<file path="src/rtl/led_seq_ctrl.sv">
// LED sequencing controller: drives the tick counter (enable/clear/rate) and
// turns its valid pulses into LED patterns. Optional macro: LED_PINGPONG_EN.
//
//   state | meaning
//   IDLE  | stopped, o_led holds, waiting for run switch
//   LOAD  | one cycle: clear tick counter, load mode's initial pattern
//   RUN   | counter enabled, each tick advances the pattern
module led_seq_ctrl #(
  parameter int NB_LEDS = 4,
  parameter int NB_SW   = 3,
  parameter int NB_BTN  = 4
) (
  input  logic               clock,
  input  logic               i_reset,
  input  logic               i_valid,
  input  logic [NB_SW-1:0]   i_sw,
  input  logic [NB_BTN-1:0]  i_btn,
  output logic [NB_LEDS-1:0] o_led,
  output logic [1:0]         o_mode,
  output logic               o_count_en,
  output logic               o_count_clr,
  output logic [1:0]         o_rate
);

  localparam logic [1:0] ST_IDLE = 2'd0;
  localparam logic [1:0] ST_LOAD = 2'd1;
  localparam logic [1:0] ST_RUN  = 2'd2;

  localparam logic [1:0] MODE_SHL   = 2'd0;
  localparam logic [1:0] MODE_SHR   = 2'd1;
  localparam logic [1:0] MODE_FLASH = 2'd2;
`ifdef LED_PINGPONG_EN
  localparam logic [1:0] MODE_PP    = 2'd3;
  localparam int         MODE_BTNS  = 4;
`else
  localparam int         MODE_BTNS  = 3;
`endif

  logic [1:0]         state;
  logic [1:0]         state_next;
  logic [NB_BTN-1:0]  btn_prev;
  logic [NB_BTN-1:0]  btn_mask;
  logic [NB_BTN-1:0]  btn_edge;
  logic               any_edge;
  logic [1:0]         edge_mode;
  logic               reload_pend;
  logic               run_sw;
  logic               led_zero;
  logic [NB_LEDS-1:0] led_init;
  logic [NB_LEDS-1:0] led_step;
  logic [NB_LEDS-1:0] led_shl0;
  logic [NB_LEDS-1:0] led_shr0;

  assign run_sw   = i_sw[0];
  assign led_zero = (o_led == '0);
  assign led_shl0 = {o_led[NB_LEDS-2:0], 1'b0};
  assign led_shr0 = {1'b0, o_led[NB_LEDS-1:1]};

  // Buttons beyond the available modes never produce an edge.
  always_comb begin
    btn_mask = '0;
    for (int i = 0; i < NB_BTN; i++) begin
      btn_mask[i] = (i < MODE_BTNS);
    end
  end

  assign btn_edge = i_btn & ~btn_prev & btn_mask;
  assign any_edge = |btn_edge;

  // Scan from the top so the lowest-index edge is the last one assigned.
  always_comb begin
    edge_mode = MODE_SHL;
    for (int i = NB_BTN - 1; i >= 0; i--) begin
      if (btn_edge[i]) begin
        edge_mode = 2'(i);
      end
    end
  end

  always_comb begin
    led_init = {{(NB_LEDS-1){1'b0}}, 1'b1};
    case (o_mode)
      MODE_SHR:   led_init = {1'b1, {(NB_LEDS-1){1'b0}}};
      MODE_FLASH: led_init = '1;
      default:    led_init = {{(NB_LEDS-1){1'b0}}, 1'b1};
    endcase
  end

`ifdef LED_PINGPONG_EN
  logic pp_dir;
  logic pp_dir_step;
`endif

  always_comb begin
    led_step = o_led;
`ifdef LED_PINGPONG_EN
    pp_dir_step = pp_dir;
`endif
    case (o_mode)
      MODE_SHL:   led_step = {o_led[NB_LEDS-2:0], o_led[NB_LEDS-1]};
      MODE_SHR:   led_step = {o_led[0], o_led[NB_LEDS-1:1]};
      MODE_FLASH: led_step = ~o_led;
`ifdef LED_PINGPONG_EN
      MODE_PP: begin
        // pp_dir: 0 = moving left, 1 = moving right; bounce at the ends.
        if (!pp_dir && o_led[NB_LEDS-1]) begin
          pp_dir_step = 1'b1;
          led_step    = led_shr0;
        end else if (pp_dir && o_led[0]) begin
          pp_dir_step = 1'b0;
          led_step    = led_shl0;
        end else begin
          led_step = pp_dir ? led_shr0 : led_shl0;
        end
      end
`endif
      default:    led_step = o_led;
    endcase
  end

`ifndef LED_PINGPONG_EN
  logic unused_shift;
  assign unused_shift = ^{led_shl0, led_shr0};
`endif

  always_comb begin
    state_next = ST_IDLE;
    case (state)
      ST_IDLE: begin
        if (run_sw) begin
          state_next = (reload_pend || led_zero || any_edge) ? ST_LOAD : ST_RUN;
        end else begin
          state_next = ST_IDLE;
        end
      end
      ST_LOAD: state_next = any_edge ? ST_LOAD : ST_RUN;
      ST_RUN: begin
        if (!run_sw) begin
          state_next = ST_IDLE;
        end else if (any_edge) begin
          state_next = ST_LOAD;
        end else begin
          state_next = ST_RUN;
        end
      end
      default: state_next = ST_IDLE;
    endcase
  end

  always_ff @(posedge clock or posedge i_reset) begin
    if (i_reset) begin
      state       <= ST_IDLE;
      btn_prev    <= '0;
      reload_pend <= 1'b1;
      o_led       <= '0;
      o_mode      <= MODE_SHL;
      o_rate      <= 2'b00;
`ifdef LED_PINGPONG_EN
      pp_dir      <= 1'b0;
`endif
    end else begin
      state    <= state_next;
      btn_prev <= i_btn;
      o_rate   <= i_sw[2:1];
      if (any_edge) begin
        o_mode <= edge_mode;
      end
      case (state)
        ST_LOAD: begin
          o_led       <= led_init;
          reload_pend <= 1'b0;
`ifdef LED_PINGPONG_EN
          pp_dir      <= 1'b0;
`endif
        end
        ST_RUN: begin
          if (any_edge) begin
            reload_pend <= 1'b1;
          end
          if (run_sw && !any_edge && i_valid) begin
            o_led  <= led_step;
`ifdef LED_PINGPONG_EN
            pp_dir <= pp_dir_step;
`endif
          end
        end
        default: begin
          if (any_edge) begin
            reload_pend <= 1'b1;
          end
        end
      endcase
    end
  end

  assign o_count_en  = (state == ST_RUN);
  assign o_count_clr = (state == ST_LOAD);

endmodule

</file>
<file path="config.mk">
export PLATFORM = sky130hd
export DESIGN_NAME = led_seq_ctrl
export DESIGN_NICKNAME = d
export VERILOG_FILES = /design/src/rtl/led_seq_ctrl.sv
export SDC_FILE = /design/constraint.sdc
export NUM_CORES = 1
export LEC_CHECK = 0
export BUFFER_PORTS_ARGS = -buffer_cell sky130_fd_sc_hd__clkbuf_2
export CAP_MARGIN = 20
export CORE_MARGIN = 4
export CORE_UTILIZATION = 40
export CTS_CLUSTER_SIZE = 16
export DETAILED_ROUTE_END_ITERATION = 12
export PLACE_DENSITY = 0.74
export SKIP_LAST_GASP = 1
export SYNTH_ARGS = -nofsm -noshare
export SYNTH_HDL_FRONTEND = slang
export SYNTH_SLANG_ARGS = --single-unit
</file>
<file path="constraint.sdc">
create_clock -name clock -period 1.8 [get_ports clock]
set_clock_uncertainty 0.15 [all_clocks]
set_input_delay 0.18 -clock clock [delete_from_list [all_inputs] [get_ports clock]]
set_output_delay 0.18 -clock clock [all_outputs]
set_load 0.02 [all_outputs]
</file>
==> impl_metrics.ini, run 1 <==
[clock_tree]
clock_path_buffers = 2
cts_tree = done
cts_made_buffers = 3
clockRootBuffer = clkbuf_4
cts.sinks = 14
htreeDepth = 1
path_clk_slew_ps = 80
insertion_delay_ps = 280

[routing]
routed_wl_mm = 1.64
wl_met2_um = 839
antenna_left = 0
wl_per_cell_um = 12.5
met1Wirelength_um = 674
top_layer_used = met4
firstDrtPassIters = 4
drcViolationCount = 0
vias_per_cell = 5.08
wl_met3_um = 100
dr_total_vias = 665
drtIter0Drc = 13

[cells_and_area]
diodes = 0
layout_commonest_cell = clkbuf_2
layout.nets = 125
drive_gt1_share_pct = 39.6
synthToLayoutAreaGrowth_pct = 39.2
mostFrequentLayoutCells = clkbuf_2, inv_1, dfrtp_1
post-route-cell-area_um2 = 1080
nFillCells = 154
final_cells = 131

[power_and_ir_drop]
power.density_nw_per_um2 = 1330
p_leak_uw = 0.000505
ir_drop_uv = 911
finalPower_uw = 1440

[synthesis]
synth_edf_count = 0
synth_cell_types = 28
netlist_area_um2 = 778
synth_seq_cells = 14
yosys_warnings = 0
seq_area_frac_synth_pct = 45.2
synthCells = 74
syn_area_per_cell_um2 = 10.5
synth_flop_cell = dfrtp_1
synth_top_area_share_pct = 41.8
synth_area_leaders = dfrtp_1, ha_1, inv_1
yosys.area.top_type = dfrtp_1
syn_nets = 92
async_reset_ff_share_pct = 100

[global_routing]
grt_pass1_vias = 650
grt_max_degree = 15
overflow = 0
grt_pass1_wl_mm = 2.66
grt.total_usage_pct = 13.4
antenna_found_initial = 0

[timing]
finalHoldViolations = 0
finalSetupViolCount = 0
worstMarginPinSlew_ps = 512
slew_viol_final = 0
fin_crit_sh_pct = 97.3
fin_crit_ps = 1750
max_freq_ghz = 0.571
max-slew-margin-rel_pct = 65.8

[worst_setup_path]
required_ps = 1820
rr_worst_depth = 6
cp-end-kind = flop
reg2reg_slack_ps = 50
r2r-start = o_mode[0]
start_kind = flop
path_max_fanout = 5
path_class = reg2reg
cp.arrival_ps = 1770
r2r_end = o_led[0]

[floorplanning]
initial_core_util_pct = 43.6
ioPinCount = 20
die-width_um = 52.1
row_count = 15
core_um2 = 1780
fp.dieH_um = 52.1
die_area_um2 = 2720

[worst_hold_path]
hp-start = i_sw[0]
hold_path_end = state[0]
hp-class = in2reg
worst_hold_path.num_cells = 3

[placement]
portBuffers = 18
placed_cell_area_um2 = 925
place_congestion = 0.838
dp.cells = 120
hpwl_mm = 1.17

[job]
maxCapViolCount = 0

[outcome]
status = finished clean
[power by group]
| part | internal (uW) | leakage (uW) | switching (uW) |
|---|---|---|---|
| clock | 86.0 | 0.0000150 | 95.9 |
| sequential | 403 | 0.000167 | 83.9 |
| combinational | 368 | 0.000324 | 399 |
| total | 858 | 0.000505 | 578 |
[cell families (layout without fill, tap and decap cells)]
family / after synthesis / after routing / synth area share, %
DFF: 14 / 14 / 45.2
and+or+nand+nor: 18 / 18 / 13.8
adders and majority gates: 8 / 8 / 12.9
buffers and inverters: 13 / 45 / 7.23
AOI/OAI and AO/OA: 17 / 17 / 15.3
muxes: 4 / 4 / 5.63
[critical path, stage by stage (launching register included)]
cell      delay [ps]
dfrtp_2          380
inv_1             80
ha_4             300
inv_1            100
a221oi_1         240
o22ai_1          120
mux2_2           270
[how the worst max path moves through the flow]
stage               from       end  slack, ps  cells after the start
6_report       o_mode[0]  o_led[0]         50                      6
5_1_grt         state[0]  state[1]        -20                      5
4_1_cts        o_mode[0]  o_led[0]         20                      5
3_5_place_dp   o_mode[0]  o_led[0]         40                      5
3_3_place_gp   o_mode[0]  o_led[0]         60                      5
2_1_floorplan   state[0]  o_led[0]         30                      5
[synth_stat cells (all sizes together) (3+ instances only)]
cell type / count
dfrtp: 13
inv: 11
ha: 8
o21ai: 6
nor2: 5
a221oi: 3
mux2: 3
nor2b: 3
[registers in the layout (all words and copies together), names as in the netlist]
name         flops
o_rate           2
state            2
o_led            4
btn_prev         3
reload_pend      1
o_mode           2
[through the flow]
step | setup TNS, ps | worst slack, ps | hold WS, ps | utilization (%)
floorplan | 0 | 28.3 | -81.6 | -
global placement | 0 | 62.2 | 67.5 | 51.9
detailed placement | 0 | 44.1 | 74.0 | 51.9
CTS | 0 | 22.7 | 63.1 | 56.7
global route | -15.9 | -15.9 | 147 | 60.8
finish | 0 | 48.3 | 110 | 60.8
[per-layer routing]
layer  vias to the layer above  GRT usage, %
li1                        318             -
met1                       316          16.0
met2                        27          22.8
met3                         4          2.58
met4                         0          6.55
met5                         -             0
[layout make-up]
cell class,count,area (um2),area share [%]
clock buffers,4,26.3,2.42
inverters,11,41.3,3.81
multi-input cells,47,435,40.2
flip-flops and latches,14,354,32.7
well taps,25,31.3,2.89
repair buffers,30,195,18.0
[what timing repair did]
item                                    CTS  global route
resized for setup                         0             8
endpoints found under the setup margin    0             4
hold endpoints to repair                 18             0
hold buffers                              6             0
buffers inserted                          0             1
Power figures use the tool's default switching activity.
==> run 2, diff against run 1 <==
- CORE_UTILIZATION: 40 -> 30
- PLACE_DENSITY: 0.74 -> 0.6
==> run 2 against run 1 <==
Compared with the run above: combinational power hardly changed; wire length is 11% higher; global-route usage is 1.5 points lower; non-clock buffer count is 1 lower; utilization is 17 points lower; hold slack worse by 20 ps; die area is 28% higher; maximum frequency is 1.5% higher; sequential power is 3% higher; via count is 1.5% higher; largest cell class unchanged.
==> impl_metrics.ini, run 2 (synthesis results as in run 1) <==
[outcome]
status = finished clean

[worst_setup_path]
required_ps = 1820
cp_slowest_cell = dfrtp_2
cp.arrival_ps = 1750
path_max_fanout = 5
path_class = reg2reg
start_kind = flop
max_stage_delay_ps = 370
cp-end-kind = flop
path_cells = inv_1 > ha_4 > o2111ai_2 > o22ai_4 > mux2_4

[cells_and_area]
mostFrequentLayoutCells = clkbuf_2, dfrtp_1, inv_1
final_cells = 135
final_core_util_pct = 43.6
drive_gt1_share_pct = 42.9
diodes = 0
regMostFlops = o_led
layout.nets = 124
top_regs = o_led x4, btn_prev x3
largest_reg_flops = 4
layout_commonest_cell = clkbuf_2
synthToLayoutAreaGrowth_pct = 38.7
post-route-cell-area_um2 = 1080

[power_and_ir_drop]
power_switching_uw = 596
swShare_pct = 41.1
power.density_nw_per_um2 = 1340
comb_power_share_pct = 52.7
p_leak_uw = 0.000507
ir_drop_uv = 600
intPower_uw = 856
p_seq_share_pct = 34.4
clock_power_share_pct = 12.9

[timing]
max-slew-margin-rel_pct = 65.1
slew_viol_final = 0
fin_crit_sh_pct = 95.9
finalHoldViolations = 0
fin_crit_ps = 1730
finalHoldWorstSlack_ps = 90.7
tns_ps = 0
worstMarginPinSlew_ps = 523
max_freq_ghz = 0.580
finalSetupViolCount = 0

[placement]
place_congestion = 0.887
dp.cells = 124
placed_cell_area_um2 = 923
hpwl_mm = 1.21
portBuffers = 18

[global_routing]
antenna_found_initial = 0
grt_pass1_vias = 654
overflow = 0
grt.total_usage_pct = 12.0
grt_pass1_wl_mm = 3.08
grt_max_degree = 15

[clock_tree]
insertion_delay_ps = 280
clockRootBuffer = clkbuf_4
path_clk_slew_ps = 90
htreeDepth = 1
cts_made_buffers = 3
clock_path_buffers = 2
cts.sinks = 14
cts_tree = done

[routing]
wl_per_cell_um = 13.5
antenna_left = 0
dr_total_vias = 675
drtIter0Drc = 16
routed_wl_mm = 1.82
wl_met3_um = 114
vias_per_cell = 5.00
wl_met2_um = 900
met1Wirelength_um = 761
firstDrtPassIters = 4
drcViolationCount = 0
top_layer_used = met4

[floorplanning]
initial_core_util_pct = 31.4
row_count = 18
ioPinCount = 20
die-width_um = 58.9
die_area_um2 = 3470
fp.dieH_um = 58.9
core_um2 = 2480

[worst_hold_path]
hp-class = in2reg

[job]
maxCapViolCount = 0
[run 2: cell types whose count changed in the layout (fill, tap and decap cells not counted), sizes merged]
cell | previous run | this run
buf | 6 | 5
clkinvlp | 0 | 1
inv | 11 | 10
[run 2: cell type report]
cell class / count / area (um2)
Fill cell: 251 / 1400
Multi-Input combinational cell: 47 / 429
Sequential cell: 14 / 354
Timing Repair Buffer: 29 / 188
Inverter: 11 / 45.0
Tap cell: 30 / 37.5
Clock buffer: 4 / 26.3
[run 2: path summary, 6_finish.rpt]
path | start | endpoint | slack [ps] | depth (start not counted)
worst max-delay path | o_mode[1] | o_led[0] | 70 | 5
worst min-delay path | i_sw[0] | state[0] | 90 | 3
worst max register to register | o_mode[1] | o_led[0] | 70 | 5
worst min register to register | reload_pend | reload_pend | 360 | 2
max in group asynchronous | i_reset | o_mode[1] | 770 | 3
min in group asynchronous | i_reset | btn_prev[0] | 340 | 3
[run 2: layer usage]
layer	vias up	track usage, %
met4	0	5.83
li1	319	-
met5	-	0
met1	330	14.0
met2	22	19.9
met3	4	3.51
[run 2: power groups by stage]
stage,combinational [uW],clock [uW],sequential (uW)
after CTS,645,196,489
after global routing,837,211,513
after floorplan,387,0,527
after global placement,609,0,486
final,765,187,500
after detailed placement,617,0,492
[run 2: worst max-delay path: cells and delay by family (launching register included)]
family | cells | cell delay (ps)
AOI/OAI and AO/OA | 2 | 380
adders and majority gates | 1 | 310
buffers and inverters | 1 | 80
DFF | 1 | 370
muxes | 1 | 340
[run 2: repair_timing]
action,4_1_cts,5_1_grt
hold endpoints to repair,18,0
setup endpoints to repair,1,3
setup buffers,0,1
pin swaps,0,4
gates resized for setup,2,13
hold buffers,6,0
[run 2: metrics by stage]
stage / total power, uW / setup slack, ps
floorplan: 914 / 28.3
global placement: 1100 / 50.7
detailed placement: 1110 / 16.7
CTS: 1330 / 23.5
global route: 1560 / -14.0
finish: 1450 / 74.4
